**src/rtl/slotmaker_pkg.sv**
```systemverilog
// Shared types for the slotmaker configuration path: slot/card widths and the
// configuration sequencer state encoding.
package slotmaker_pkg;

    localparam int unsigned NUM_SLOTS = 8;
    localparam int unsigned SLOT_W    = 3;
    localparam int unsigned CARD_W    = 8;

    typedef logic [SLOT_W-1:0] slot_t;
    typedef logic [CARD_W-1:0] card_t;

    typedef enum logic [2:0] {
        INIT,
        IDLE,
        RD,
        CAP,
        WR,
        DONE
    } cfg_state_t;

    // Slot n of a packed card map lives in bits [8n+7:8n].
    function automatic card_t default_card(logic [63:0] map, slot_t slot);
        return map[{slot, 3'b000} +: CARD_W];
    endfunction

endpackage

```
**src/rtl/slot_cfg_rr_arb.sv**
```systemverilog
// Combinational round-robin pick: first requester at or after ptr+1 (mod NUM_REQ).
module slot_cfg_rr_arb #(
    parameter int unsigned NUM_REQ = 2,
    parameter int unsigned IDX_W   = 1
) (
    input  logic [NUM_REQ-1:0] req,
    input  logic [IDX_W-1:0]   ptr,
    output logic [IDX_W-1:0]   grant,
    output logic               valid
);

    logic [IDX_W-1:0] idx;

    always_comb begin
        grant = '0;
        valid = 1'b0;
        idx   = '0;
        for (int i = 0; i < int'(NUM_REQ); i++) begin
            idx = IDX_W'((int'(ptr) + 1 + i) % int'(NUM_REQ));
            if (!valid && req[idx]) begin
                grant = idx;
                valid = 1'b1;
            end
        end
    end

endmodule

```
**src/rtl/slot_cfg_arbiter.sv**
```systemverilog
// Sequences the slotmaker configuration port: default sweep after reset, then
// round-robin shared read / read-modify-write access with change reporting.
module slot_cfg_arbiter
    import slotmaker_pkg::*;
#(
    parameter int unsigned NUM_REQ       = 2,
    parameter logic [63:0] DEFAULT_CARDS = 64'h0,
    parameter bit          PROTECT_SLOT0 = 1'b1
) (
    input  logic                           clk_logic,
    input  logic                           system_reset,
    input  logic [NUM_REQ-1:0]             req,
    input  logic [NUM_REQ-1:0]             req_we,
    input  logic [NUM_REQ-1:0][SLOT_W-1:0] req_slot,
    input  logic [NUM_REQ-1:0][CARD_W-1:0] req_card,
    output logic [NUM_REQ-1:0]             done,
    output logic [CARD_W-1:0]              rdata,
    output logic                           err,
    output logic [SLOT_W-1:0]              cfg_slot,
    output logic                           cfg_wr,
    output logic [CARD_W-1:0]              cfg_card_i,
    input  logic [CARD_W-1:0]              cfg_card_o,
    output logic                           init_done,
    output logic                           chg_valid,
    output logic [SLOT_W-1:0]              chg_slot,
    output logic [CARD_W-1:0]              chg_card
);

    localparam int unsigned IDX_W = (NUM_REQ > 1) ? $clog2(NUM_REQ) : 1;

    cfg_state_t       state;
    logic [3:0]       cnt;
    logic [IDX_W-1:0] ptr;
    logic             we_q;
    slot_t            slot_q;
    card_t            card_q;
    card_t            old_q;

    logic [IDX_W-1:0] arb_grant;
    logic             arb_valid;

    slot_cfg_rr_arb #(
        .NUM_REQ (NUM_REQ),
        .IDX_W   (IDX_W)
    ) u_rr_arb (
        .req   (req),
        .ptr   (ptr),
        .grant (arb_grant),
        .valid (arb_valid)
    );

    always_ff @(posedge clk_logic) begin
        if (system_reset) begin
            state      <= INIT;
            cnt        <= '0;
            ptr        <= IDX_W'(NUM_REQ - 1);
            we_q       <= 1'b0;
            slot_q     <= '0;
            card_q     <= '0;
            old_q      <= '0;
            done       <= '0;
            rdata      <= '0;
            err        <= 1'b0;
            cfg_slot   <= '0;
            cfg_wr     <= 1'b0;
            cfg_card_i <= '0;
            init_done  <= 1'b0;
            chg_valid  <= 1'b0;
            chg_slot   <= '0;
            chg_card   <= '0;
        end else begin
            done      <= '0;
            err       <= 1'b0;
            cfg_wr    <= 1'b0;
            chg_valid <= 1'b0;
            unique case (state)
                INIT: begin
                    if (cnt[3]) begin
                        init_done <= 1'b1;
                        state     <= IDLE;
                    end else begin
                        cfg_wr     <= 1'b1;
                        cfg_slot   <= cnt[2:0];
                        cfg_card_i <= default_card(DEFAULT_CARDS, cnt[2:0]);
                        cnt        <= cnt + 4'd1;
                    end
                end
                IDLE: begin
                    if (arb_valid) begin
                        ptr      <= arb_grant;
                        we_q     <= req_we[arb_grant];
                        slot_q   <= req_slot[arb_grant];
                        card_q   <= req_card[arb_grant];
                        cfg_slot <= req_slot[arb_grant];
                        state    <= RD;
                    end
                end
                RD: state <= CAP;
                CAP: begin
                    // cfg_card_o now reflects cfg_slot from the previous cycle
                    old_q <= cfg_card_o;
                    if (!we_q) begin
                        done[ptr] <= 1'b1;
                        rdata     <= cfg_card_o;
                        state     <= DONE;
                    end else if (PROTECT_SLOT0 && slot_q == '0) begin
                        done[ptr] <= 1'b1;
                        rdata     <= cfg_card_o;
                        err       <= 1'b1;
                        state     <= DONE;
                    end else begin
                        cfg_wr     <= 1'b1;
                        cfg_card_i <= card_q;
                        state      <= WR;
                    end
                end
                WR: begin
                    done[ptr] <= 1'b1;
                    rdata     <= card_q;
                    chg_valid <= (old_q != card_q);
                    chg_slot  <= slot_q;
                    chg_card  <= card_q;
                    state     <= DONE;
                end
                DONE: state <= IDLE;
                default: state <= INIT;
            endcase
        end
    end

endmodule

```
**config.mk**
```make
export PLATFORM = sky130hd
export DESIGN_NAME = slot_cfg_arbiter
export DESIGN_NICKNAME = d
export VERILOG_FILES = /design/src/rtl/slotmaker_pkg.sv /design/src/rtl/slot_cfg_rr_arb.sv /design/src/rtl/slot_cfg_arbiter.sv
export SDC_FILE = /design/constraint.sdc
export NUM_CORES = 1
export LEC_CHECK = 0
export CAP_MARGIN = 20
export CORE_MARGIN = 3
export CORE_UTILIZATION = 40
export DETAILED_ROUTE_END_ITERATION = 10
export PLACE_DENSITY = 0.68
export SLEW_MARGIN = 5
export SYNTH_ARGS = -nofsm -noshare
export SYNTH_HDL_FRONTEND = slang
export SYNTH_SLANG_ARGS = --single-unit
export TNS_END_PERCENT = 50
```
**constraint.sdc**
```tcl
create_clock -name clk_logic -period 1.55 [get_ports clk_logic]
set_input_delay 0.31 -clock clk_logic [delete_from_list [all_inputs] [get_ports clk_logic]]
set_output_delay 0.31 -clock clk_logic [all_outputs]
set_load 0.03 [all_outputs]
```
# After elaboration in Yosys (flattened, before gate mapping)
# Cells that the tools add are included.
[word_totals]
in_bits = 36
latch_bits = 0
mem_bits_ro = 0
out_inout_bits = 36
mem_count = 0
ramBits = 0
reg_bits = 64
[classes]
shift = 1
n_addsub = 3
div = 0
eq_ne = 12
n_mux = 40
n_lt_le_gt_ge = 5
mul = 0
reduce_logical = 17
n_bitwise = 4
[ops]
columns = ["operator", "count"]
rows = [
  ["64-bit by 7-bit indexed part select with 8-bit output, first input constant", 1],
  ["8-bit two-way mux", 7],
  ["8-bit case mux with 2 select lines", 2],
  ["3-bit two-way mux", 6],
  ["3-bit case mux with 6 select lines", 1],
  ["1-bit two-way mux", 17],
  ["2-bit != test, second input constant", 5],
  ["2-bit AND reduction", 5],
  ["1-bit by 2-bit less-than comparator with 1-bit output, second input constant", 4],
  ["8-bit != test", 1],
  ["3-bit by 2-bit == test with 1-bit output, second input constant", 2],
  ["3-bit == test, second input constant", 2],
  ["3-bit logical NOT", 2],
  ["3-bit case mux with 2 select lines", 1],
  ["2-bit nonzero test", 3],
  ["4-bit by 1-bit adder with 4-bit output, second input constant", 1],
  ["2-bit two-way mux", 2],
  ["4-bit two-way mux", 1],
  ["1-bit inverter", 4],
  ["2-bit case mux with 2 select lines", 1],
  ["4-bit AND reduction", 1],
  ["3-bit by 1-bit == test with 1-bit output, second input constant", 1],
  ["3-bit != test, second input constant", 1],
  ["3-bit AND reduction", 1],
  ["other kinds (8)", 10],
]

# Logic depth before layout (Yosys ltp)
[depth]
ltp_word = 11
depth_mapped = 6
depth_no_buf = 4

# By module
# From an unflattened synthesis, not the netlist that was laid out.
[hier_totals]
hier_cells = 284
area_unflattened_um2 = 2738.9
[modules_own_cells]
columns = ["module", "n_inst", "area_each_um2", "cells_per_inst", "seq_area_each_um2"]
rows = [
  ["slot_cfg_arbiter", 1, 2725.1, 282, 1281.2],
  ["slot_cfg_rr_arb", 1, 13.8, 2, 0.0],
]

# Worst setup path before layout
# No wires, ideal clock.
[synth_path]
path_kind = "flip-flop to flip-flop"
startpoint = "reg state[0]"
endpoint = "reg card_q[0]"
path_slack_ns = 0.223
n_path_buf = 1
path_stages_with_launch = 6
arrival_time_ns = 1.246
required_ns = 1.469
cell_sequence = "dfxtp_1 -> or3b_4 -> nor2_4 -> buf_6 -> nor2_1 -> a211oi_2"
[synth_between]
elab_chain_len = 2
[synth_lines]
columns = ["item", "line_no", "text"]
rows = [
  ["start: declaration", "slot_cfg_arbiter.sv:31", "cfg_state_t state;"],
  ["start signal: assignment", "slot_cfg_arbiter.sv:54", "state <= INIT;"],
  ["start signal: assignment", "slot_cfg_arbiter.sv:80", "state <= IDLE;"],
  ["start signal: assignment", "slot_cfg_arbiter.sv:95", "state <= RD;"],
  ["3-bit by 1-bit == test with 1-bit output", "slot_cfg_arbiter.sv:76", "unique case (state)"],
  ["2-bit AND reduction (no line)", "--", ""],
  ["end signal: assignment", "slot_cfg_arbiter.sv:93", "card_q <= req_card[arb_grant];"],
  ["end: declaration", "slot_cfg_arbiter.sv:36", "card_t card_q;"],
]
# Every way passes these cells.
# A chain may end at the register's enable or synchronous reset.

# Final worst setup path
[layout_path]
startpoint = "in req[1]"
endpoint = "reg cfg_slot[1]"
[layout_between]
elab_chain_len = 10
[layout_lines]
columns = ["item", "line_no", "text"]
rows = [
  ["start: declaration", "slot_cfg_arbiter.sv:12", "input logic [NUM_REQ-1:0] req,"],
  ["1-bit two-way mux (not written as such) (2 in a row)", "slot_cfg_rr_arb.sv:20", "if (!valid && req[idx]) begin"],
  ["1-bit two-way mux", "slot_cfg_rr_arb.sv:20", ""],
  ["1-bit logical NOT", "slot_cfg_rr_arb.sv:20", ""],
  ["1-bit logical AND", "slot_cfg_rr_arb.sv:20", ""],
  ["1-bit two-way mux", "slot_cfg_rr_arb.sv:20", ""],
  ["3-bit two-way mux (not written as such) (2 in a row)", "slot_cfg_arbiter.sv:94", "cfg_slot <= req_slot[arb_grant];"],
  ["3-bit two-way mux", "slot_cfg_arbiter.sv:89", "if (arb_valid) begin"],
  ["3-bit case mux with 2 select lines", "slot_cfg_arbiter.sv:76", ""],
  ["end signal: assignment", "slot_cfg_arbiter.sv:83", "cfg_slot <= cnt[2:0];"],
  ["end signal: assignment", "slot_cfg_arbiter.sv:94", ""],
  ["end: declaration", "slot_cfg_arbiter.sv:19", "output logic [SLOT_W-1:0] cfg_slot,"],
]
# Parallel ways exist; a longest one is shown, timed or not. The select of a mux whose other input is x is not followed.

==> metrics.md <==
| Metric | Value |
|---|---|
| Final Critical Period | `1.51 ns` |
| Hold_ws | `0.356 ns` |
| Gr ovfl total | `0` |
| EDFF count, synth | `0` |
| Clk_skew | `0.00854 ns` |
| Slowest-stage cell, CP | `clkdlybuf4s50_1` |
| TritonCTS Sinks | `64` |
| Flops & latches, synth | `64` |
| CTS tree | `done` |
| Core box area | `6420 um2` |
| Crit path launch type | `input port` |
| R2R depth | `5` |
| Site row count | `29` |
| Area added between synthesis and finish | `45.7%` |
| Max capacitance violation total | `0` |
| # IOs | `72` |
| Sequential fraction of the synthesis area | `0.480` |
| Root Buffer | `clkbuf_8` |
| Critical path fanouts, max | `5` |
| Initial Utilization | `0.416` |
| Top cells by area, synth | `dfxtp_1 (48%), nand2_1 (8.0%), mux2i_1 (6.7%), a21oi_1 (5.2%), a211oi_2 (3.7%)` |
| Num CTS Buffers | `9` |
| Wire per inst | `14.4 um` |
| Layout cells sized above 1 | `0.183` |
| Hold Path Cell Cnt | `2` |
| DR pass1 iterations | `4` |
| Pwr Density | `1120 nW/um2` |
| Synth async-reset ratio | `0` |
| Total GRT Usage | `0.183` |
| DRC marker count from the first detailed-route iteration | `133` |
| Htree depth | `3` |
| Syn Std Cell Area | `2670 um2` |
| Hold path endpoint | `state[2]` |
| Fin. max-slew vios | `0` |
| Final WL | `6720 um` |
| CP Cell Sequence | `clkdlybuf4s50_1, nor2_2, a2111o_1, nand2_1, a31oi_1` |
| Crit path DAT | `1.76 ns` |
| DIE AREA | `7690 um2` |
| Layout fillers | `573` |
| CP bufs+invs | `1` |
| Leading area contributor after synthesis | `dfxtp_1` |
| Worst slew margin | `0.674` |
| Static Leak | `1.71 nW` |
| CTS Hold Bufs | `0` |
| Fin util | `0.606` |
| Vias per inst | `5.18` |
| Die Ht | `87.7 um` |
| Clk Latency, worst-skew pair | `0.34 ns` |
| Antenna viol nets, final | `0` |
| Largest net degree at the start of global routing | `30` |
| Max stage delay on crit path | `0.48 ns` |
| Max Clk Rate | `664 MHz` |
| Initial antenna violation count | `0` |
| CP delay by family, top | `simple AND/OR/NAND/NOR gates` |
| Syn. warnings | `0` |
| Critical Path RT | `1.80 ns` |
| Final cell count without fillers | `465` |
| Diodes inserted | `0` |
| Synth cell types | `47` |
| Cell with the most instances after synthesis | `dfxtp_1` |
| Status | `finished clean` |
| RePlAce Congestion | `0.788` |
| First-pass GRT wire length | `11000 um` |
| CP startpoint | `req[1]` |
| Top post-synthesis cells by count | `dfxtp_1 (64), nand2_1 (57), a21oi_1 (28), nor2_1 (24), mux2i_1 (18)` |
| Crit. End Element | `register` |
| Period utilization | `0.971` |
| Cells after DPL | `440` |
| Ys flop type | `dfxtp_1` |
| Hold Path Class | `in2reg` |
| Final worst slack | `0.0442 ns` |
| Nets@finish | `420` |
| Post-Synthesis Mean Instance Area | `9.28 um2` |
| Die width | `87.7 um` |
| Pre-CTS setup slack | `-0.352 ns` |
| DR vias | `2408` |
| Yosys top cell area share | `0.480` |
| Synth Net Count | `325` |
| Clk buf depth | `2` |
| Endpoints failing hold | `0` |
| Worst R2R Start | `state[2]` |
| Detailed placer's ending HPWL | `4780 um` |
| Vias in the first global route | `2279` |
| Crit Path Class | `in2reg` |
| Hold wc startpoint | `system_reset` |
| Final setup vio count | `0` |
| Flop2flop setup slack | `0.09 ns` |
| Gate Count Post-Synth | `288` |
| Worst vdd ir | `0.000850 V` |
| Power Total | `4.37 mW` |
| CTS clk-pin slew, worst paths | `0.07 ns` |
| Worst Tran Pin Value | `0.489 ns` |
| DRC viols | `0` |
| R2R Path End | `we_q` |
| Port bufs | `71` |
## power by group
| part | total, mW | switching [mW] | internal [mW] |
|---|---|---|---|
| sequential | 1.82 | 0.0914 | 1.73 |
| clock | 1.90 | 0.626 | 1.28 |
| combinational | 0.649 | 0.324 | 0.326 |
| total | 4.37 | 1.04 | 3.33 |
## area by class of cell
class,count,area (um2),share of cell area
Multi-Input combinational cell,208,1340,0.345
Sequential cell,64,1280,0.329
Timing Repair Buffer,99,897,0.230
Clock buffer,11,141,0.0363
Clock inverter,5,128,0.0328
Tap cell,77,96.3,0.0248
Inverter,1,3.75,0.000964
## worst register-to-register path: stages, from the launching register on
cell	delay, ns
dfxtp_2	0.35
or3b_4	0.46
nor2_4	0.15
buf_12	0.14
nor2_1	0.05
a211oi_1	0.23
## kinds of logic (layout without fill, tap and decap cells)
| logic type | count (synthesis) | in the layout | share of synthesized area |
|---|---|---|---|
| DFF | 64 | 64 | 0.480 |
| and+or+nand+nor | 107 | 108 | 0.189 |
| buffers and inverters | 17 | 116 | 0.0365 |
| adders and majority gates | 1 | 1 | 0.00468 |
| xor gates and xnor gates | 10 | 10 | 0.0328 |
| AOI/OAI and AO/OA | 68 | 68 | 0.178 |
| muxes | 21 | 21 | 0.0801 |
## state kept, by name, summed over array words and instances, names as in the netlist, 2 cells and up
signal,count
chg_slot,3
card_q,8
cfg_card_i,8
chg_card,8
cnt,4
done,2
cfg_slot,3
old_q,8
rdata,8
state,3
slot_q,3
## layout by cell type (no fill, tap or decap), drive strengths merged, types with 2 or more instances in the layout
| cell type | Yosys | layout |
|---|---|---|
| a21boi | 2 | 2 |
| a211oi | 9 | 9 |
| dfxtp | 64 | 64 |
| mux2 | 3 | 3 |
| mux2i | 18 | 18 |
| a21oi | 29 | 29 |
| nor2b | 2 | 2 |
| nor3 | 4 | 4 |
| buf | 12 | 29 |
| nor3b | 2 | 2 |
| nand2 | 58 | 58 |
| nand3 | 3 | 3 |
| bufinv | 0 | 4 |
| nor2 | 27 | 28 |
| or3b | 2 | 2 |
| clkbuf | 4 | 11 |
| a22oi | 8 | 8 |
| xor2 | 9 | 9 |
| dlygate4sd2 | 0 | 36 |
| o21ai | 9 | 9 |
| o31ai | 2 | 2 |
| nor4 | 3 | 3 |
| clkdlybuf4s50 | 0 | 33 |
| a31oi | 3 | 3 |
## worst max-delay path by stage
stage,to,slack [ns],depth (start not counted)
3_5_place_dp,cfg_slot[1],-0.35,5
6_report,cfg_slot[1],0.04,5
4_1_cts,cfg_card_i[2],0.02,5
2_1_floorplan,card_q[0],0.22,5
5_1_grt,rdata[7],-0.001,6
3_3_place_gp,cfg_slot[2],-0.27,5
## repair_timing
item,CTS,global route
setup endpoints to repair,51,33
gates cloned,1,0
hold endpoints to repair,0,0
setup buffers,0,8
pin swaps,1,4
gates resized for setup,39,10
## per-stage QoR
step                      setup TNS (ns)  cell area, um2
after floorplan                        0            2670
after global placement             -3.52            3530
after detailed placement           -4.79            3530
after CTS                              0            3780
after global routing            -0.00144            3890
final                                  0            3890
## routing by layer
layer | global-route usage | share of wire | up-vias | routed length, um
li1 | - | - | 1195 | -
met1 | 0.219 | 0.42 | 1142 | 2820
met2 | 0.323 | 0.53 | 65 | 3530
met3 | 0.0508 | 0.047 | 6 | 319
met4 | 0.0460 | 0.0073 | 0 | 49
met5 | 0 | 0 | - | 0
Power figures use the tool's default switching activity.
